--- src/rtl/gpio_in.sv ---
// gpio_in: memory-mapped general-purpose input port.
//
// External pins go through a two-flop synchroniser and are then sampled on
// a slow prescaler tick. A pin level is accepted (debounced) once it is the
// same at two consecutive ticks. A debounced 0->1 transition sets a sticky
// event flag. The processor reads either the debounced levels or the event
// flags, and reading the event flags clears them. irq is high while any
// event flag is set.
//
// Ports:
//   CLK    in   1      system clock, rising edge
//   RST_N  in   1      asynchronous active-low reset
//   a      in   32     processor address
//   re     in   1      read strobe
//   pins   in   WIDTH  external asynchronous inputs
//   q      out  32     registered read data
//   irq    out  1      event pending
//
// Read strobe semantics: there is no handshake back-pressure. Every rising
// edge that samples re=1 is exactly one read of address a; q carries the
// result from that edge on and holds it until the next read. With re=0, q
// holds and the event flags are untouched.
module gpio_in #(
    parameter int          WIDTH     = 32,
    parameter logic [31:0] DATA_ADDR = 32'h0000abce,
    parameter logic [31:0] EVT_ADDR  = 32'h0000abcf,
    parameter int          TICK_DIV  = 16
) (
    input  logic             CLK,
    input  logic             RST_N,
    input  logic [31:0]      a,
    input  logic             re,
    input  logic [WIDTH-1:0] pins,
    output logic [31:0]      q,
    output logic             irq
);

    localparam int CW = $clog2(TICK_DIV);

    logic [WIDTH-1:0] s1_q, s1_d;
    logic [WIDTH-1:0] s2_q, s2_d;
    logic [WIDTH-1:0] smp_q, smp_d;
    logic [WIDTH-1:0] deb_q, deb_d;
    logic [WIDTH-1:0] evt_q, evt_d;
    logic [CW-1:0]    cnt_q, cnt_d;
    logic [31:0]      rdata_q, rdata_d;

    logic             tick;
    logic [WIDTH-1:0] agree;
    logic [WIDTH-1:0] rise;
    logic [31:0]      deb_ext;
    logic [31:0]      evt_ext;
    logic             rd_data;
    logic             rd_evt;

    assign tick    = (cnt_q == CW'(TICK_DIV - 1));
    // Bits whose synchronised level matches the previous tick's sample.
    assign agree   = ~(s2_q ^ smp_q);
    // Debounced bit about to go 0->1 on this edge.
    assign rise    = {WIDTH{tick}} & ~deb_q & agree & s2_q;
    assign rd_data = re && (a == DATA_ADDR);
    assign rd_evt  = re && (a == EVT_ADDR);

    always_comb begin
        deb_ext = '0;
        evt_ext = '0;
        deb_ext[WIDTH-1:0] = deb_q;
        evt_ext[WIDTH-1:0] = evt_q;
    end

    always_comb begin
        s1_d  = pins;
        s2_d  = s1_q;
        cnt_d = tick ? '0 : cnt_q + CW'(1);
        smp_d = smp_q;
        deb_d = deb_q;
        if (tick) begin
            smp_d = s2_q;
            deb_d = (deb_q & ~agree) | (s2_q & agree);
        end
        // A rise on the same edge as the clearing read survives the clear.
        if (rd_evt) begin
            evt_d = rise;
        end else begin
            evt_d = evt_q | rise;
        end
        rdata_d = rdata_q;
        if (re) begin
            if (rd_data) begin
                rdata_d = deb_ext;
            end else if (rd_evt) begin
                rdata_d = evt_ext;
            end else begin
                rdata_d = '0;
            end
        end
    end

    always_ff @(posedge CLK or negedge RST_N) begin
        if (!RST_N) begin
            s1_q    <= '0;
            s2_q    <= '0;
            smp_q   <= '0;
            deb_q   <= '0;
            evt_q   <= '0;
            cnt_q   <= '0;
            rdata_q <= '0;
        end else begin
            s1_q    <= s1_d;
            s2_q    <= s2_d;
            smp_q   <= smp_d;
            deb_q   <= deb_d;
            evt_q   <= evt_d;
            cnt_q   <= cnt_d;
            rdata_q <= rdata_d;
        end
    end

    assign q   = rdata_q;
    assign irq = |evt_q;

endmodule

--- config.mk ---
export PLATFORM = sky130hd
export DESIGN_NAME = gpio_in
export DESIGN_NICKNAME = d
export VERILOG_FILES = /design/src/rtl/gpio_in.sv
export SDC_FILE = /design/constraint.sdc
export NUM_CORES = 1
export LEC_CHECK = 0
export ABC_CLOCK_PERIOD_IN_PS = 1590
export BUFFER_PORTS_ARGS = -buffer_cell sky130_fd_sc_hd__buf_2
export CAP_MARGIN = 20
export CORE_MARGIN = 2
export CORE_UTILIZATION = 51
export CTS_CLUSTER_DIAMETER = 50
export DETAILED_ROUTE_END_ITERATION = 16
export PLACE_DENSITY = 0.86
export SYNTH_ARGS = -nofsm -noshare
export SYNTH_HDL_FRONTEND = slang
export SYNTH_SLANG_ARGS = --single-unit
--- constraint.sdc ---
create_clock -name CLK -period 1.59 [get_ports CLK]
set_input_delay 0.2385 -clock CLK [delete_from_list [all_inputs] [get_ports CLK]]
set_output_delay 0.2385 -clock CLK [all_outputs]
set_load 0.05 [all_outputs]
* After elaboration in Yosys (flattened, before gate mapping) *
Index checks and enable logic that the tools add are counted.

word-level totals
  output and inout port bits = 33
  input bits = 67
  register bits after elaboration = 196
  word-level logic and storage cells = 29

operators by class
  muxes and demuxes = 4
  equal/unequal tests = 3
  bitwise gates (word level) = 11
  reductions and logical operators = 3
  add/sub/neg operators = 1

operators with widths
  operator                                                           number
  32-bit bitwise AND                                                 5
  32-bit 2-to-1 mux                                                  3
  32-bit NOT                                                         3
  32-bit by 16-bit == test with 1-bit output, second input constant  2
  32-bit OR                                                          2
  32-bit OR reduction                                                1
  32-bit XOR                                                         1
  4-bit by 1-bit adder with 4-bit output, second input constant      1
  4-bit == test, second input constant                               1
  4-bit 2-to-1 mux                                                   1
  1-bit logical AND                                                  2

* Depth between registers and ports, before layout *
Gate-level depths: netlist of run 1.

  depth after elaboration = 6
  mapped depth = 7
  gate-level depth less buffers = 5

* Worst setup path before layout of run 1 *
OpenSTA, ideal clock, no wires.

  path kind = reg2reg
  from = register cnt_q[0]
  to = register (tool-made name)
  buffers on the path = 3
  cell stages (with the launch flop) = 8
  clock period less this slack = 1.697 ns
  setup time = 0.083 ns
  data required time = 1.507 ns
  path slack = -0.107 ns
  arrival time = 1.614 ns
  cells stage by stage = dfrtp_1 ha_1 and3_1 buf_2 clkbuf_1 clkbuf_1 a21oi_1 o21ai_0

RTL lines
  element                 line  RTL
  from (decl)             45    logic [CW-1:0] cnt_q, cnt_d;
  from (signal assigned)  114   cnt_q <= cnt_d;

* Worst setup path after layout of run 1 *
  from = register evt_q[23], in the netlist evt_ext[23]
  to = output irq

between the ends
  word-level cells in the longest chain between the ends = 1

RTL lines
  element                 line  RTL
  from (decl)             44    logic [WIDTH-1:0] evt_q, evt_d;
  from (signal assigned)  113   evt_q <= evt_d;
  32-bit OR reduction     120   assign irq = |evt_q;
  to (decl)               35    output logic irq

No other way between the ends.

==> summary.md, run 1 <==
| Metric | Value |
|---|---|
| Status | complete, but fails checks |
| Failing checks | setup timing |
| Tcrit/Tclk final | 1.331 |
| Rows | 44 |
| IR drop worst, VDD | 0.8952 mV |
| Cells after Synth | around 610 |
| WL met1 | approximately 6500 um |
| Layout area overhead | 29.72% |
| Synth top area share | 0.6615 |
| Kind of critical path | reg2out |
| Min setup slack post-route | -0.5267 ns |
| Mapped cell area | 7415 um2 |
| Io pins | 100 |
| Wire length on met2 | 8509 um |
| # DRC | 0 |
| Vias | 5371 |
| Global-route wire length before repair | 26030 um |
| Initial drt markers | 420 |
| Total power | between 10 and 15 mW |
| Syn Nets | 681 |
| Vias in the first global route | between 5000 and 6000 |
| CTS root buf | clkbuf_16 |
| Slew @ Worst Pin | 0.5516 ns |
| DR top layer | met4 |
| All-Layer GR Usage | 0.2117 |
| Average via count per standard cell | 5.475 |
| Chip Width | ~120 um |
| Cell accounting for the most synthesized area | dfrtp_1 |
| H-tree depth | 4 |
| Clock Skews | 0.005810 ns |
| 1st-pass router iterations | 5 |
| Antenna Cells | 0 |
| Layout cells sized above 1 | 0.2911 |
| Critical Path End Type | output pin |
| Die height | 124.6 um |
| Rel. slew slack | 0.6322 |
| Clock slew seen by the registers of the worst setup and hold paths | 0.07 ns |
| Pwr Density | 1100 nW/um2 |
| Max_cap viols | 0 |
| WL per Instance | 16.90 um |
| Post-synth ARST share | 1.000 |
| Largest net degree at the start of global routing | 42 |
| Worst hold slack | 0.3022 ns |
| LEAKAGE | about 4.6 nW |
| Final Hold Viols | 0 |
| Prevailing post-synth register cell | dfrtp_1 |
| Die Footprint | 15520 um2 |
| Required time of the worst setup path | 1.35 ns |
| Register area share after synthesis | 0.6615 |
| Synthesis warning total | 0 |
| FMAX | 0.4724 GHz |
| Post-Route WL | around 17000 um |
| Number of routed nets with antenna violations | 0 |
| Post-synth EDFFs | 0 |
| Initial antenna violation count | 0 |
| Maximum clock path buffer count | 2 |
| Grt ovf | 0 |
| Filler instances | 984 |
| Hpwl dp | 9935 um |
| Clk sinks | 196 |
| Num CTS Buffers | 17 |
| Hold Path Class | in2async |
| Clk_lat worst skew | between 0.4 and 0.5 ns |
| Tmin final | 2.117 ns |
| RD Place Congestion | ~0.78 |
| Worst setup SP type | register |
| RSZ-0062 raised after global routing | yes |
| Core box area | 14370 um2 |
| Crit-path max FO | 2 |
| Initial core utilization | 0.5160 |
| Final #Nets | 853 |
| Distinct cells, synth | 27 |
| PortBufs | 99 |
| # setup viols final | 2 |
| Synth Area per Inst | about 12 um2 |
| Top cells by area, synth | dfrtp_1 (66%), o21ai_0 (6.6%), o22ai_2 (5.1%), mux2i_1 (4.3%), inv_1 (3.3%) |
| Final-report max-slew violation count | 0 |
| Seq cells post-synth | 196 |
| TritonCTS clock tree | done |
| Crit path arrival time | 1.88 ns |
| Met3 WL | around 960 um |
[where the power goes]
part | switching (mW) | internal [mW] | total, mW
registers | 0.135 | 5.19 | 5.33
logic | 0.330 | 0.328 | 0.658
clock network | 1.76 | 2.83 | 4.59
total | 2.23 | 8.35 | 10.6
[cell families after synthesis]
kind of cell	after synthesis	synth area share
buffers and inverters	96	0.05569
AO/OA/AOI/OAI	195	0.1731
multiplexers	32	0.04320
XOR/XNOR	1	0.001181
AND/OR/NAND/NOR	92	0.06362
adder cells (fa/ha/maj)	1	0.001687
flip-flops	196	0.6615
[per-stage QoR]
stage | setup WS [ns] | setup TNS, ns | instances | util | instance area [um2]
2_1_floorplan | -0.06393 | -1.918 | 613 | - | 7448
6_report | -0.5267 | -0.5476 | 981 | 0.6694 | 9618
5_1_grt | -0.5986 | -0.8392 | 981 | 0.6694 | 9618
3_5_place_dp | -0.3543 | -18.76 | 914 | 0.5906 | 8487
4_1_cts | -0.5361 | -0.5361 | 979 | 0.6599 | 9482
3_3_place_gp | -0.3048 | -16.86 | 914 | 0.5906 | 8487
[metal layers]
metal | vias up | track usage
li1 | 2475 | -
met1 | 2676 | 0.2538
met2 | 175 | 0.3584
met3 | 45 | 0.05713
met4 | 0 | 0.09650
met5 | - | 0
[path summary, 6_finish.rpt]
check,cells after the start,slack [ns],from,to
setup / recovery,4,-0.53,evt_ext[23],irq
hold / removal,2,0.30,RST_N,smp_q[1]
setup reg to reg,6,-0.02,cnt_q[0],evt_ext[8]
hold reg to reg,0,0.34,s1_q[23],s2_q[23]
max in group asynchronous,3,0.72,RST_N,s1_q[24]
min in group CLK,0,0.34,s1_q[23],s2_q[23]
[timing repair]
action	4_1_cts	5_1_grt
setup endpoints to repair	2	38
hold endpoints to repair	67	0
pin swaps	3	0
setup buffers	1	0
cloned	0	2
gates resized for setup	6	19
hold buffers	33	0
[cell type report]
class,instances,area [um2],share of cell area
clock buffers,23,457.9,0.04761
clock inverters,8,173.9,0.01808
inverters,66,247.7,0.02576
multi-input cells,321,2220,0.2308
flip-flops and latches,196,4905,0.5100
well taps,184,230.2,0.02394
repair buffers,183,1384,0.1439
[cells in the mapped netlist, drive strengths merged, types with 2 or more instances]
master  instances
o22ai          32
a21oi          33
nor4bb          2
nand2          33
o21ai          98
nand4           4
nor3           32
nor4           11
nor2            2
buf            10
dfrtp         196
inv            66
nand3           2
mux2i          32
clkbuf         20
a21o           32
[critical path, stage by stage (launching register included)]
cell and delay [ns]:
dfrtp_1 0.38, nor4_1 0.41, nand4_1 0.20, or2_4 0.30, buf_6 0.15
[layout by cell type (no fill, tap or decap), types with 2 or more instances in the layout]
master         count
a21o_1            32
a21oi_1           33
buf_12            10
buf_2             97
buf_4             39
bufinv_16          5
clkbuf_1           5
clkbuf_16         19
clkbuf_8           2
dfrtp_1          196
dlygate4sd3_1     33
inv_1             66
mux2i_1           32
nand2_1           32
nand3_1            2
nand4_1            4
nor2_1             2
nor3_1            17
nor3_2            15
nor4_1             6
nor4_2             5
nor4bb_1           2
o21ai_0           97
o22ai_1            2
o22ai_2           30
No activity file was read; power rests on OpenSTA's default activity.
==> run 2, diff against run 1 <==
--- a/config.mk
+++ b/config.mk
@@ -10,9 +10,9 @@
 export CAP_MARGIN = 20
 export CORE_MARGIN = 2
 export CORE_UTILIZATION = 51
-export CTS_CLUSTER_DIAMETER = 50
 export DETAILED_ROUTE_END_ITERATION = 16
 export PLACE_DENSITY = 0.86
+export SKIP_CTS_REPAIR_TIMING = 1
 export SYNTH_ARGS = -nofsm -noshare
 export SYNTH_HDL_FRONTEND = slang
 export SYNTH_SLANG_ARGS = --single-unit
==> run 2 against run 1 <==
Compared with the run above: global-route usage decreased by 0.84 points; flip-flop and latch count did not move; register-to-register slack better by 0.08 ns; clock power barely moved; cell count is 0.41% higher; sequential power hardly changed; core utilization about the same; fmax is 0.64% lower; critical path type unchanged; total power rose by 0.16%; the run still ends with setup timing left; via count fell by 0.19%; critical path depth increased by 1; clock skew about the same.
==> summary.md, run 2 (synthesis results as in run 1) <==
| Metric | Value |
|---|---|
| Global-route wire length before repair | roughly 25000 um |
| RSZ-0062 raised after global routing | yes |
| Chip Width | approximately 120 um |
| # DRC | 0 |
| Crit-path max FO | 2 |
| Reg2reg setup slack | 0.06 ns |
| Post-Route WL | between 15000 and 20000 um |
| Area occupied by multi-input gates | 2172 um2 |
| Final instance area | 9613 um2 |
| DR top layer | met4 |
| Pwr Density | between 1000 and 1500 nW/um2 |
| Grt ovf | 0 |
| # setup viols final | 1 |
| 1st-pass router iterations | 5 |
| Clock Skews | between 0.005 and 0.006 ns |
| Kind of critical path | reg2out |
| Io pins | 100 |
| Total power | 10.59 mW |
| Initial antenna violation count | 1 |
| Tcrit/Tclk final | 1.340 |
| Reg-to-Reg End | evt_ext[12] |
| Vias | 5361 |
| Num CTS Buffers | 17 |
| Max_cap viols | 0 |
| RD Place Congestion | 0.7820 |
| Die height | 124.6 um |
| Tmin final | around 2.1 ns |
| Wire length on met2 | between 8000 and 9000 um |
| Final Hold Viols | 0 |
| Rows | between 40 and 50 |
| Placed Area | 8487 um2 |
| Clk sinks | 196 |
| Failing checks | setup timing |
| Crit path arrival time | 1.89 ns |
| WL per Instance | 17.37 um |
| PortBufs | 99 |
| Final #Nets | 856 |
| Required time of the worst setup path | 1.35 ns |
| Commonest non-fill, non-tap cell in the layout | dfrtp_1 |
| Layout area overhead | 29.65% |
| Vias in the first global route | roughly 5300 |
| Hpwl dp | between 9000 and 10000 um |
| Critical Path End Type | output pin |
| Initial drt markers | 475 |
| Worst reg-to-reg path cell count | 6 |
| Worst reg2reg startpoint | cnt_q[0] |
| Register Area | 4905 um2 |
| Filler instances | 980 |
| Worst setup SP type | register |
| All-Layer GR Usage | 0.2033 |
| Maximum clock path buffer count | 2 |
| Number of routed nets with antenna violations | 0 |
| Status | complete, but fails checks |
| Average via count per standard cell | 5.443 |
| Final-report max-slew violation count | 0 |
| LEAKAGE | 4.609 nW |
| Clk_lat worst skew | 0.43 ns |
| Clock slew seen by the registers of the worst setup and hold paths | about 0.07 ns |
| IR drop worst, VDD | 0.8952 mV |
| TritonCTS clock tree | done |
| Post-layout util | 0.6690 |
| WL met1 | 7027 um |
| Slew @ Worst Pin | 0.5559 ns |
| H-tree depth | 4 |
| Initial core utilization | 0.5160 |
| Most frequent cells in the layout | dfrtp_1 (196), o21ai_0 (97), buf_2 (97) |
| Met3 WL | 819 um |
| Hold Path Class | in2async |
| Core box area | 14370 um2 |
| Rel. slew slack | 0.6294 |
| Min setup slack post-route | -0.5405 ns |
| Largest net degree at the start of global routing | 42 |
| FMAX | 0.4694 GHz |
| Layout cells sized above 1 | 0.2788 |
| CTS root buf | clkbuf_16 |
| Die Footprint | 15520 um2 |
-- run 2: cell types whose count changed in the layout (fill, tap and decap cells not counted), sizes merged --
cell / before / now
diode: 0 / 1
clkbuf: 26 / 27
buf: 147 / 149
-- run 2: layer usage --
metal,vias up,track usage
met2,162,0.3462
met1,2685,0.2490
met4,0,0.07535
met5,-,0
met3,36,0.05584
li1,2478,-
-- run 2: layout make-up --
cell class,count,share of cell area
sequential,196,0.5102
multi-input combinational,321,0.2260
inverter,66,0.02577
antenna,1,0.0002603
clock inverter,8,0.01809
clock buffer,23,0.04764
tap,184,0.02395
timing repair buffer,186,0.1481
-- run 2: per-stage QoR --
stage               TNS (ns)  cells  hold slack (ns)  setup WS [ns]
floorplan             -1.918    613         -0.05709       -0.06393
global placement      -16.86    914           0.1939        -0.3048
detailed placement    -18.76    914           0.1929        -0.3543
CTS                  -0.7593    945          -0.2581        -0.7264
global route         -0.6631    985           0.3269        -0.6056
finish               -0.5405    985           0.3025        -0.5405
-- run 2: worst max-delay path: stages, from the launching register on --
cell and delay, ns:
dfrtp_1 0.41, nor4_2 0.33, buf_4 0.17, nand4_1 0.11, or2_4 0.27, buf_6 0.15
-- run 2: how the worst max path moves through the flow --
| stage | start | to |
|---|---|---|
| floorplan | re | evt_ext[10] |
| global placement | a[16] | q[0] |
| detailed placement | a[16] | q[0] |
| CTS | evt_ext[6] | irq |
| global route | evt_ext[3] | irq |
| finish | evt_ext[3] | irq |
-- run 2: where the power goes --
group / internal (mW) / switching (mW) / total, mW
clock network: 2.83 / 1.78 / 4.61
logic: 0.328 / 0.333 / 0.661
registers: 5.19 / 0.133 / 5.32
